File: src/rtl/if_fetch_unit.sv
// Instruction-fetch front end feeding the IF/ID register through a 2-entry fetch buffer.
// Optional performance counters (bubble_cnt, redirect_cnt) are built when IF_PERF_CNT_EN is defined.
module if_fetch_unit #(
    parameter int             AW       = 32,
    parameter logic [AW-1:0]  RESET_PC = '0
) (
    input  logic          clk,
    input  logic          rst,
    output logic          imem_req,
    output logic [AW-1:0] imem_addr,
    input  logic          imem_ready,
    input  logic [31:0]   imem_rdata,
    input  logic          if_id_write,
    input  logic          redirect,
    input  logic [AW-1:0] redirect_pc,
    output logic [AW-1:0] if_pc,
    output logic [31:0]   if_inst,
    output logic          if_valid,
    output logic          if_flush,
`ifdef IF_PERF_CNT_EN
    output logic [31:0]   bubble_cnt,
    output logic [31:0]   redirect_cnt,
`endif
    output logic          dbg_state
);

    typedef enum logic {
        ST_RUN  = 1'b0,
        ST_DROP = 1'b1
    } state_t;

    // Handshake: imem_req/imem_addr are held stable from assertion until imem_ready;
    // a transfer happens on the cycle imem_req && imem_ready, with data in that same cycle.
    state_t        r_state;
    logic [AW-1:0] r_pc;
    logic [AW-1:0] r_drop_addr;
    logic          r_imem_req;
    logic [1:0]    r_count;
    logic          r_head;
    logic [AW-1:0] r_buf_pc   [2];
    logic [31:0]   r_buf_inst [2];

    state_t        w_state_n;
    logic          w_fire;
    logic          w_push;
    logic          w_pop;
    logic          w_tail;
    logic          w_drop_start;
    logic [1:0]    w_count_n;
    logic          w_req_n;
    logic [AW-1:0] w_pc_plus4;
    logic [AW-1:0] w_redirect_aligned;

    always_comb begin
        w_fire             = r_imem_req & imem_ready;
        w_pop              = if_id_write & (r_count != 2'd0);
        w_push             = (r_state == ST_RUN) & w_fire & ~redirect;
        w_tail             = r_head ^ r_count[0];
        w_pc_plus4         = r_pc + AW'(4);
        w_redirect_aligned = redirect_pc & ~AW'(3);
        // The old request cannot be withdrawn, so its late response must be swallowed.
        w_drop_start       = (r_state == ST_RUN) & redirect & r_imem_req & ~imem_ready;

        w_state_n = r_state;
        case (r_state)
            ST_RUN:  if (w_drop_start) w_state_n = ST_DROP;
            ST_DROP: if (imem_ready)   w_state_n = ST_RUN;
            default: w_state_n = ST_RUN;
        endcase

        if (redirect) begin
            w_count_n = 2'd0;
        end else begin
            w_count_n = r_count + {1'b0, w_push} - {1'b0, w_pop};
        end
        w_req_n = (w_state_n == ST_DROP) | (w_count_n != 2'd2);
    end

    always_ff @(posedge clk or posedge rst) begin
        if (rst) begin
            r_state       <= ST_RUN;
            r_pc          <= RESET_PC;
            r_drop_addr   <= RESET_PC;
            r_imem_req    <= 1'b0;
            r_count       <= 2'd0;
            r_head        <= 1'b0;
            r_buf_pc[0]   <= '0;
            r_buf_pc[1]   <= '0;
            r_buf_inst[0] <= '0;
            r_buf_inst[1] <= '0;
        end else begin
            r_state    <= w_state_n;
            r_count    <= w_count_n;
            r_imem_req <= w_req_n;
            if (redirect) begin
                r_pc <= w_redirect_aligned;
                if (w_drop_start) begin
                    r_drop_addr <= r_pc;
                end
            end else if (w_push) begin
                r_pc               <= w_pc_plus4;
                r_buf_pc[w_tail]   <= w_pc_plus4;
                r_buf_inst[w_tail] <= imem_rdata;
            end
            if (!redirect && w_pop) begin
                r_head <= ~r_head;
            end
        end
    end

    assign imem_req  = r_imem_req;
    assign imem_addr = (r_state == ST_DROP) ? r_drop_addr : r_pc;
    assign if_valid  = (r_count != 2'd0);
    assign if_pc     = if_valid ? r_buf_pc[r_head] : '0;
    assign if_inst   = if_valid ? r_buf_inst[r_head] : 32'h0;
    assign if_flush  = redirect;
    assign dbg_state = (r_state == ST_DROP);

`ifdef IF_PERF_CNT_EN
    always_ff @(posedge clk or posedge rst) begin
        if (rst) begin
            bubble_cnt   <= '0;
            redirect_cnt <= '0;
        end else begin
            if (if_id_write && (r_count == 2'd0) && (bubble_cnt != 32'hFFFF_FFFF)) begin
                bubble_cnt <= bubble_cnt + 32'd1;
            end
            if (redirect && (redirect_cnt != 32'hFFFF_FFFF)) begin
                redirect_cnt <= redirect_cnt + 32'd1;
            end
        end
    end
`endif

endmodule

File: config.mk
export PLATFORM = sky130hd
export DESIGN_NAME = if_fetch_unit
export DESIGN_NICKNAME = d
export VERILOG_FILES = /design/src/rtl/if_fetch_unit.sv
export SDC_FILE = /design/constraint.sdc
export NUM_CORES = 1
export LEC_CHECK = 0
export ABC_AREA = 0
export CAP_MARGIN = 30
export CORE_MARGIN = 4
export CORE_UTILIZATION = 50
export CTS_CLUSTER_SIZE = 20
export DETAILED_ROUTE_END_ITERATION = 6
export PLACE_DENSITY = 0.76
export SLEW_MARGIN = 20
export SYNTH_ARGS = -nofsm -noshare
export SYNTH_HDL_FRONTEND = slang
export SYNTH_SLANG_ARGS = --single-unit
File: constraint.sdc
create_clock -name clk -period 7.6 [get_ports clk]
set_input_delay 0.76 -clock clk [delete_from_list [all_inputs] [get_ports clk]]
set_output_delay 0.76 -clock clk [all_outputs]
set_load 0.1 [all_outputs]
==> results list, run 1 <==
* Result of the run: finished clean
- Max-Cap Viols: 0
- For this design the top-level I/O count stands at 169.
- Syn Inst Count: 1048
- Counting both buffers and inverters, the worst setup path holds a total of 3.
- Power consumption: 5.84 mW
- Adding up every negative setup slack in the final design gives 0 ps.
- CP arrival: 3130 ps
* Dominant register cell in the synthesized netlist: dfrtp_1
- Tightest slew margin relative to the limit: 30.2%
- The HPWL after detailed placement is 15400 um.
- Max VDD drop: 0.000296 V
- Adder-cell share of the synthesized area: 0.392%
- Portion of netlist area occupied by mux cells: 13.2%
- Actual transition at the worst max-transition pin: 1040 ps
- Cell family with the largest share of critical-path delay: buffers and inverters
- Clock slew at reported path FFs: 70 ps
- At the later pin of the worst-skew pair, clock insertion delay measures 430 ps.
- Detailed-routing iteration count for the pre-antenna-repair pass: 5
* Reg-to-Reg Start: r_pc[2]
- Routing usage on met1: 32.6%
- # hold bufs at CTS: 0
- The largest individual stage delay along the critical path comes from the cell clkdlybuf4s50_1.
* Floorplan die area: 21500 um2
- In the final layout, the share of cells above drive strength 1 is 9.81%.
* Placeable Area: 18800 um2
* Time the worst path needs with I/O delays and setup: 3890 ps
* Capture point of the worst reg-to-reg path: r_buf_pc[24]
- Sink count of the clock tree: 189
- Highest clock frequency the design can meet: 257 MHz
- Yosys mapped the design onto 45 distinct sky130hd cell types.
* Post-CTS Repair Setup Buffers: 0
- The number of global-route vias before repair came to 7615.
* Compound-gate portion of the synthesized area: 7.73%
- The worst hold path terminates at r_buf_inst[11].
- Global routing used 35.2% of the available met2 tracks.
- The average instance in the mapped netlist occupies 9.15 um2.
- For this configuration, the core starts out at a cell density of 51.1%.
* Commonest cells in the synthesized netlist: nand2_1 (272), dfrtp_1 (189), nor2_1 (110), clkbuf_1 (65), mux2i_1 (63)
- The largest total area in the synthesized netlist belongs to dfrtp_1.
- The worst hold path begins at r_buf_inst[11].
- Most numerous cell in the Yosys netlist: nand2_1
* Drt total wl: 24000 um
* CP Max Fanout: 36
- Number of instances resized during post-cts repair: 0
- In this run, flip-flops and latches consume 28.3% of the power.
- The setup check on the worst reg-to-reg path leaves a slack of 4560 ps.
* Xor and xnor area share after synthesis: 2.65%
* Cell depth of the worst hold path: 2
- Setup repair after global routing missed its margin: no
- The global routing stage identified its most utilized layer as met2.
- The net count of the finished layout is 1231.
- Gp weighted congestion: 0.816
- Global-route usage over all layers: 22.5%
* Gate power share: 55.7%
* Grt ovf: 0
* Area of the mapped netlist: 9590 um2
- The largest single stage delay on the critical path is 1170 ps.
- Number of storage elements in the synthesis netlist: 189
- By area, the combinational part of the netlist is dominated by simple AND/OR/NAND/NOR gates.
- Setup Crit Path Kind: reg -> out
- Worst slack at placement: 3990 ps
- Part of the cycle the worst path needs: 51.2%
- Required time at the worst-slack endpoint: 6840 ps
- CTS tree: done
- Entering global routing, the biggest net connects 108 pins.
* Synthesis warning total: 0
- Internal power: 2.84 mW
- Area growth from synthesis to final layout: 25.5%
- The clock network burns 16.1% of the power.
- Number of cells on the worst reg-to-reg path: 5
- The initial antenna violation count came to 0.
- After Yosys synthesis, and, or, nand and nor cells account for 22.4% of the synthesized area.
* Pwr per Cell Area: 485 nW/um2
- In this run switching power makes up 51.3% of total power.
- Placement row count: 50
- Starting DRC count in detailed routing: 504
* Fraction of met3 tracks used by global routing: 4.31%
- Setup violations remaining at the end of the flow were counted as 0.
- Of the post-synthesis cell area, the dominant cell type holds 49.3%.
* Routed Antenna Nets: 0
* Post-detailed-route wirelength per cell: 17.0 um
- Final hold violation count: 0
- Yosys mapped a number of flops with a built-in enable equal to 0.
- In this run the clock root is driven by a clkbuf_16.
- Measured along the y axis, the die boundary spans 146 um.
- In this run the deepest clock path goes through 2 buffers.
- In this run, CTS created clock tree buffers numbering 17.
- Chip Width: 146 um
- Type of the most critical hold path: reg -> reg
- Dividing the detail-routed via count by the number of cells gives 5.58.
- Summed over all nets, the switching power comes to 2.99 mW.
* Leakage power figure: 5.23 nW
* Number of antenna diodes: 0
* Final setup margin: 3710 ps
* H-tree depth: 4
- Global-route wire length before repair: 39600 um
- Sort of element at the end of the critical path: output port
- Seq/Total Area, Yosys: 49.3%
- Share of synthesized flip-flops with an asynchronous set or reset: 100%
* Crit start category: flop
* Total via count in the routed design: 7848
* Number of design rule violations left after detail routing: 0
* Layout Skew: 10.7 ps
* Number of input and output port buffers inserted: 162
- Yosys attributes the largest share of cell area to dfrtp_1 (49%), nand2_1 (11%), mux2i_1 (6.6%).
- Traced cell by cell, the critical path runs through buf_4 > buf_16 > mux2i_1 > nor2_1 > clkdlybuf4s50_1.
- Max-slew violations: 0
worst max-delay path by stage:
| stage | from | cells after the start | slack [ps] | to |
|---|---|---|---|---|
| 6_report | r_head | 5 | 3710 | if_pc[29] |
| 3_3_place_gp | r_head | 4 | 3920 | if_pc[30] |
| 4_1_cts | r_head | 5 | 3660 | if_pc[29] |
| 5_1_grt | r_head | 5 | 3580 | if_pc[29] |
| 3_5_place_dp | redirect | 7 | 3990 | r_buf_pc[24] |
| 2_1_floorplan | rst | 1 | 1700 | dbg_state |
power by group through the flow:
| stage | clock (mW) | sequential [mW] | combinational (mW) |
|---|---|---|---|
| 2_1_floorplan | 0 | 1.59 | 2.52 |
| 3_3_place_gp | 0 | 1.64 | 3.17 |
| 3_5_place_dp | 0 | 1.67 | 3.27 |
| 4_1_cts | 0.956 | 1.65 | 3.28 |
| 5_1_grt | 0.998 | 1.69 | 3.45 |
| 6_report | 0.938 | 1.65 | 3.25 |
layout by cell type (no fill, tap or decap), drive strengths merged, types with 11 or more instances in the layout:
cell,Yosys,layout
nand2,272,272
dfrtp,189,189
clkdlybuf4s50,0,162
nor2,110,110
mux2i,63,63
mux2,56,56
o21ai,51,51
a31oi,36,36
or4,26,26
nand3,26,26
xnor2,19,19
clkbuf,66,19
buf,24,17
o31ai,16,16
inv,8,15
nand4,11,11
cells by family after synthesis:
kind of cell,count (synthesis)
AOI/OAI and AO/OA,120
xor gates and xnor gates,29
adders and majority gates,3
buffers and inverters,98
DFF,189
muxes,119
other,1
and+or+nand+nor,489
per-stage QoR:
stage	cell area [um2]	hold WS, ps	std cells	util (%)
floorplan	9600	445	1051	-
global placement	11300	456	1368	60.0
detailed placement	11400	462	1373	60.7
CTS	12000	479	1405	64.0
global route	12000	491	1406	64.1
finish	12000	476	1406	64.1
per-layer routing:
metal	part of all wire, %	vias up	wire, um
met1	48	3791	11400
met5	0	-	0
met3	5.4	21	1300
met4	1.0	0	239
met2	46	228	11000
li1	-	3808	-
state kept, by name (all words and copies together) (netlist names):
signal,count
r_buf_inst,64
dbg_state,1
r_drop_addr,30
r_pc,30
r_count,2
imem_req,1
r_head,1
r_buf_pc,60
worst min-delay path, stage by stage, from the launching register on:
cell     delay [ps]
dfrtp_1         340
nand2_1          50
nand2_1          50
cell type report:
type                    count  area [um2]
fillers                  1578        6730
repair buffers            179        1870
well taps                 234         293
clock inverters            13         178
flip-flops and latches    189        4730
inverters                   8        35.0
multi-input cells         764        4490
clock buffers              19         433
(Power assumes the default switching activity.)
==> run 2: changes to the inputs <==
--- a/config.mk
+++ b/config.mk
@@ -8,10 +8,10 @@
 export ABC_AREA = 0
 export CAP_MARGIN = 30
 export CORE_MARGIN = 4
-export CORE_UTILIZATION = 50
+export CORE_UTILIZATION = 48
 export CTS_CLUSTER_SIZE = 20
 export DETAILED_ROUTE_END_ITERATION = 6
-export PLACE_DENSITY = 0.76
+export PLACE_DENSITY = 0.77
 export SLEW_MARGIN = 20
 export SYNTH_ARGS = -nofsm -noshare
 export SYNTH_HDL_FRONTEND = slang
==> constraint.sdc (replaced) <==
create_clock -name clk -period 3.2 [get_ports clk]
set_input_delay 0.32 -clock clk [delete_from_list [all_inputs] [get_ports clk]]
set_output_delay 0.32 -clock clk [all_outputs]
set_load 0.1 [all_outputs]
==> run 2 against run 1 <==
Against the previous run:
- combinational power grew 130%
- clock power rose to 2.6 times the previous value
- power is 140% higher
- cell count rose by 2.6%
- routed wire length up 0.69%
- register-to-register slack worse by 4100 ps
- setup slack worse by 3200 ps
- first-iteration DRC count shrank 8.3%
- design area fell by 1.1%
- largest cell class unchanged
- via count increased by 1.9%
- critical path depth decreased by 1
- hold slack got worse by 220 ps
==> results list, run 2 (synthesis gave the netlist of run 1 again) <==
* Result of the run: finished clean (unchanged)
- The sort of element at the end of the critical path is a flop (was output port).
- Final hold violation count: 0 (unchanged)
* Sw Pwr: 7.09 mW (was 2.99 mW)
* Floorplan die area: 22300 um2 (was 21500 um2)
- Largest register by flop count: r_buf_inst (unchanged)
- Number of instances resized during post-cts repair: 0 (unchanged)
- Post-CTS Repair Setup Buffers: 0 (unchanged)
* Type of the most critical hold path: in -> async (was reg -> reg)
- The final antenna-violating net count is 0 (unchanged).
- Leakage power figure: 5.41 nW (was 5.23 nW)
* Global-route usage over all layers: 21.8% (was 22.5%)
* Starting utilization of the core area: 49.1% (was 51.1%)
- The width of the die came to 149 um (was 146 um).
- The relative slew slack is 43.9% (was 30.2%).
- CP arrival: 3040 ps (was 3130 ps)
- The peak supply drop was 0.000692 V (was 0.000296 V).
* Flip-flop count of the largest register after layout: 64 (unchanged)
- The y dimension of the die came to 149 um (was 146 um).
- Starting DRC count in detailed routing: 462 (was 504)
- HPWL after detailed placement: 15800 um (was 15400 um)
* Final design area excluding fillers: 11900 um2 (was 12000 um2)
- Number of antenna diodes: 0 (unchanged)
- Power consumption: 13.8 mW (was 5.84 mW)
- The number of buffers created by CTS is 17 (unchanged).
- The worst-path maximum fanout is 26 (was 36).
- For this run, the top clock speed supported by timing is 371 MHz.
* Most used cells in the layout excluding fill and tap cells: nand2_1 (272), dfrtp_1 (188), buf_4 (112), nor2_1 (107), clkdlybuf4s50_1 (66) (was nand2_1 (272), dfrtp_1 (188), clkdlybuf4s50_1 (162), nor2_1 (107), mux2i_1 (63))
- The clock skew after layout was 15.7 ps (was 10.7 ps).
- The post-layout net count came to 1236 (was 1231).
- Crit start category: flop (unchanged)
- CTS tree: done (unchanged)
- Global-route wire length before repair: 39300 um (was 39600 um)
- The clock network power share came to 17.6% (was 16.1%).
* Part of the total power dissipated in sequential elements: 28.4% (was 28.3%)
- H-tree depth: 4 (unchanged)
- Sink count of the clock tree: 189 (unchanged)
- The latest clock arrival within the worst-skew pair was 430 ps (about the same).
* Buffer cell driving the clock tree root: clkbuf_16 (unchanged)
- The clock period could shrink to 2690 ps.
- The register clock-pin slew on the reported worst setup and hold paths came to 70 ps (about the same).
* Ratio of cells with drive above 1 in the final layout: 18.6% (was 9.81%)
- Max clock buf depth: 2 (unchanged)
- The initial antenna violation count is 0 (unchanged).
- The utilization after layout came to 60.9% (was 64.1%).
- The number of hold-repair buffers added at the cts stage was 0 (unchanged).
- Number of input and output port buffers inserted: 162 (unchanged)
* Internal power: 6.67 mW (was 2.84 mW)
- The smallest hold slack is 251 ps (was 476 ps).
- The required time of the critical path was 3540 ps (was 6840 ps).
- Area growth from synthesis to final layout: 24.1% (was 25.5%)
* Pwr per Cell Area: 1160 nW/um2 (was 485 nW/um2)
- The combinational cell fraction of total power came to 54.0% (was 55.7%).
* Final count of negative-setup-slack endpoints: 0 (unchanged)
* Max-slew violations: 0 (unchanged)
- The average routed wire per standard cell is 16.7 um (was 17.0 um).
* Setup Crit Path Kind: reg -> reg (was reg -> out)
- The leading cell type in the layout, fill and taps excluded was nand2_1 (unchanged).
* Number of design rule violations left after detail routing: 0 (unchanged)
- Pin count of the biggest net entering global routing: 65 (was 108)
- Setup Total Neg Slack: 0 ps (unchanged)
* Share of total power consumed by net switching: 51.5% (was 51.3%)
* Grt ovf: 0 (unchanged)
- Placeable Area: 19500 um2 (was 18800 um2)
* Placement row count: 51 (was 50)
* Drt total wl: 24100 um (was 24000 um)
* Vias per cell: 5.55 (was 5.58)
* Via count of the first global-routing pass: 7617 (was 7615)
- The number of iterations in the first detailed-routing pass was 5 (unchanged).
- The weighted congestion reported at the end of routability-driven placement is 0.842 (was 0.816).
- The placed instance area came to 11200 um2 (was 11400 um2).
- Biggest regs: r_buf_inst x64, r_buf_pc x60 (unchanged).
- The reported max-cap violation count is 0 (unchanged).
* IO Count: 169 (unchanged)
* Setup repair after global routing missed its margin: no (unchanged)
- Part of the cycle the worst path needs: 84.2%
* Total via count in the routed design: 7997 (was 7848)
- Actual transition at the worst max-transition pin: 842 ps (was 1040 ps)
- Register-to-register setup slack: 510 ps (was 4560 ps)
[run 2: cell count changes in the layout (fill, tap and decap cells not counted), sizes merged]
cell           change
clkinvlp           +1
clkinv             -1
clkdlybuf4s50     -96
inv                -2
buf              +101
bufinv             +2
[run 2: worst max-delay path, cell delays in order (launching register included)]
cell and delay (ps):
dfrtp_1 570, nand4_4 210, or4_1 970, or4_1 660, a31oi_1 190
[run 2: layer usage]
layer  GRT usage (%)  wire (um)  vias up
li1                -          -     3808
met1            31.7      11100     3866
met2            34.1      11100      288
met3            4.31       1610       35
met4            4.76        269        0
met5               0          0        -
[run 2: per-stage QoR]
step,cells,setup slack [ps]
2_1_floorplan,1051,-526
3_3_place_gp,1410,637
3_5_place_dp,1410,576
4_1_cts,1442,540
5_1_grt,1442,366
6_report,1442,505
[run 2: area by class of cell]
type	count	area, um2
Clock buffer	19	453
Clock inverter	13	224
Fill cell	1710	7630
Inverter	8	33.8
Multi-Input combinational cell	764	4500
Sequential cell	189	4730
Tap cell	265	332
Timing Repair Buffer	184	1620
[run 2: final timing paths]
| path | end | depth (start not counted) | from |
|---|---|---|---|
| setup / recovery | r_buf_pc[23] | 4 | r_pc[5] |
| hold / removal | r_buf_pc[23] | 2 | rst |
| setup reg to reg | r_buf_pc[23] | 4 | r_pc[5] |
| hold reg to reg | r_buf_inst[30] | 2 | r_buf_inst[30] |
| max in group asynchronous | r_pc[6] | 3 | rst |
| min in group clk | r_buf_inst[28] | 3 | imem_rdata[28] |
[run 2: power groups by stage]
stage | combinational (mW) | sequential [mW] | clock [mW]
final | 7.43 | 3.90 | 2.42
after global routing | 7.87 | 4.03 | 2.57
after CTS | 7.50 | 3.90 | 2.46
after detailed placement | 7.48 | 3.95 | 0
after global placement | 7.41 | 3.89 | 0
after floorplan | 5.99 | 3.78 | 0
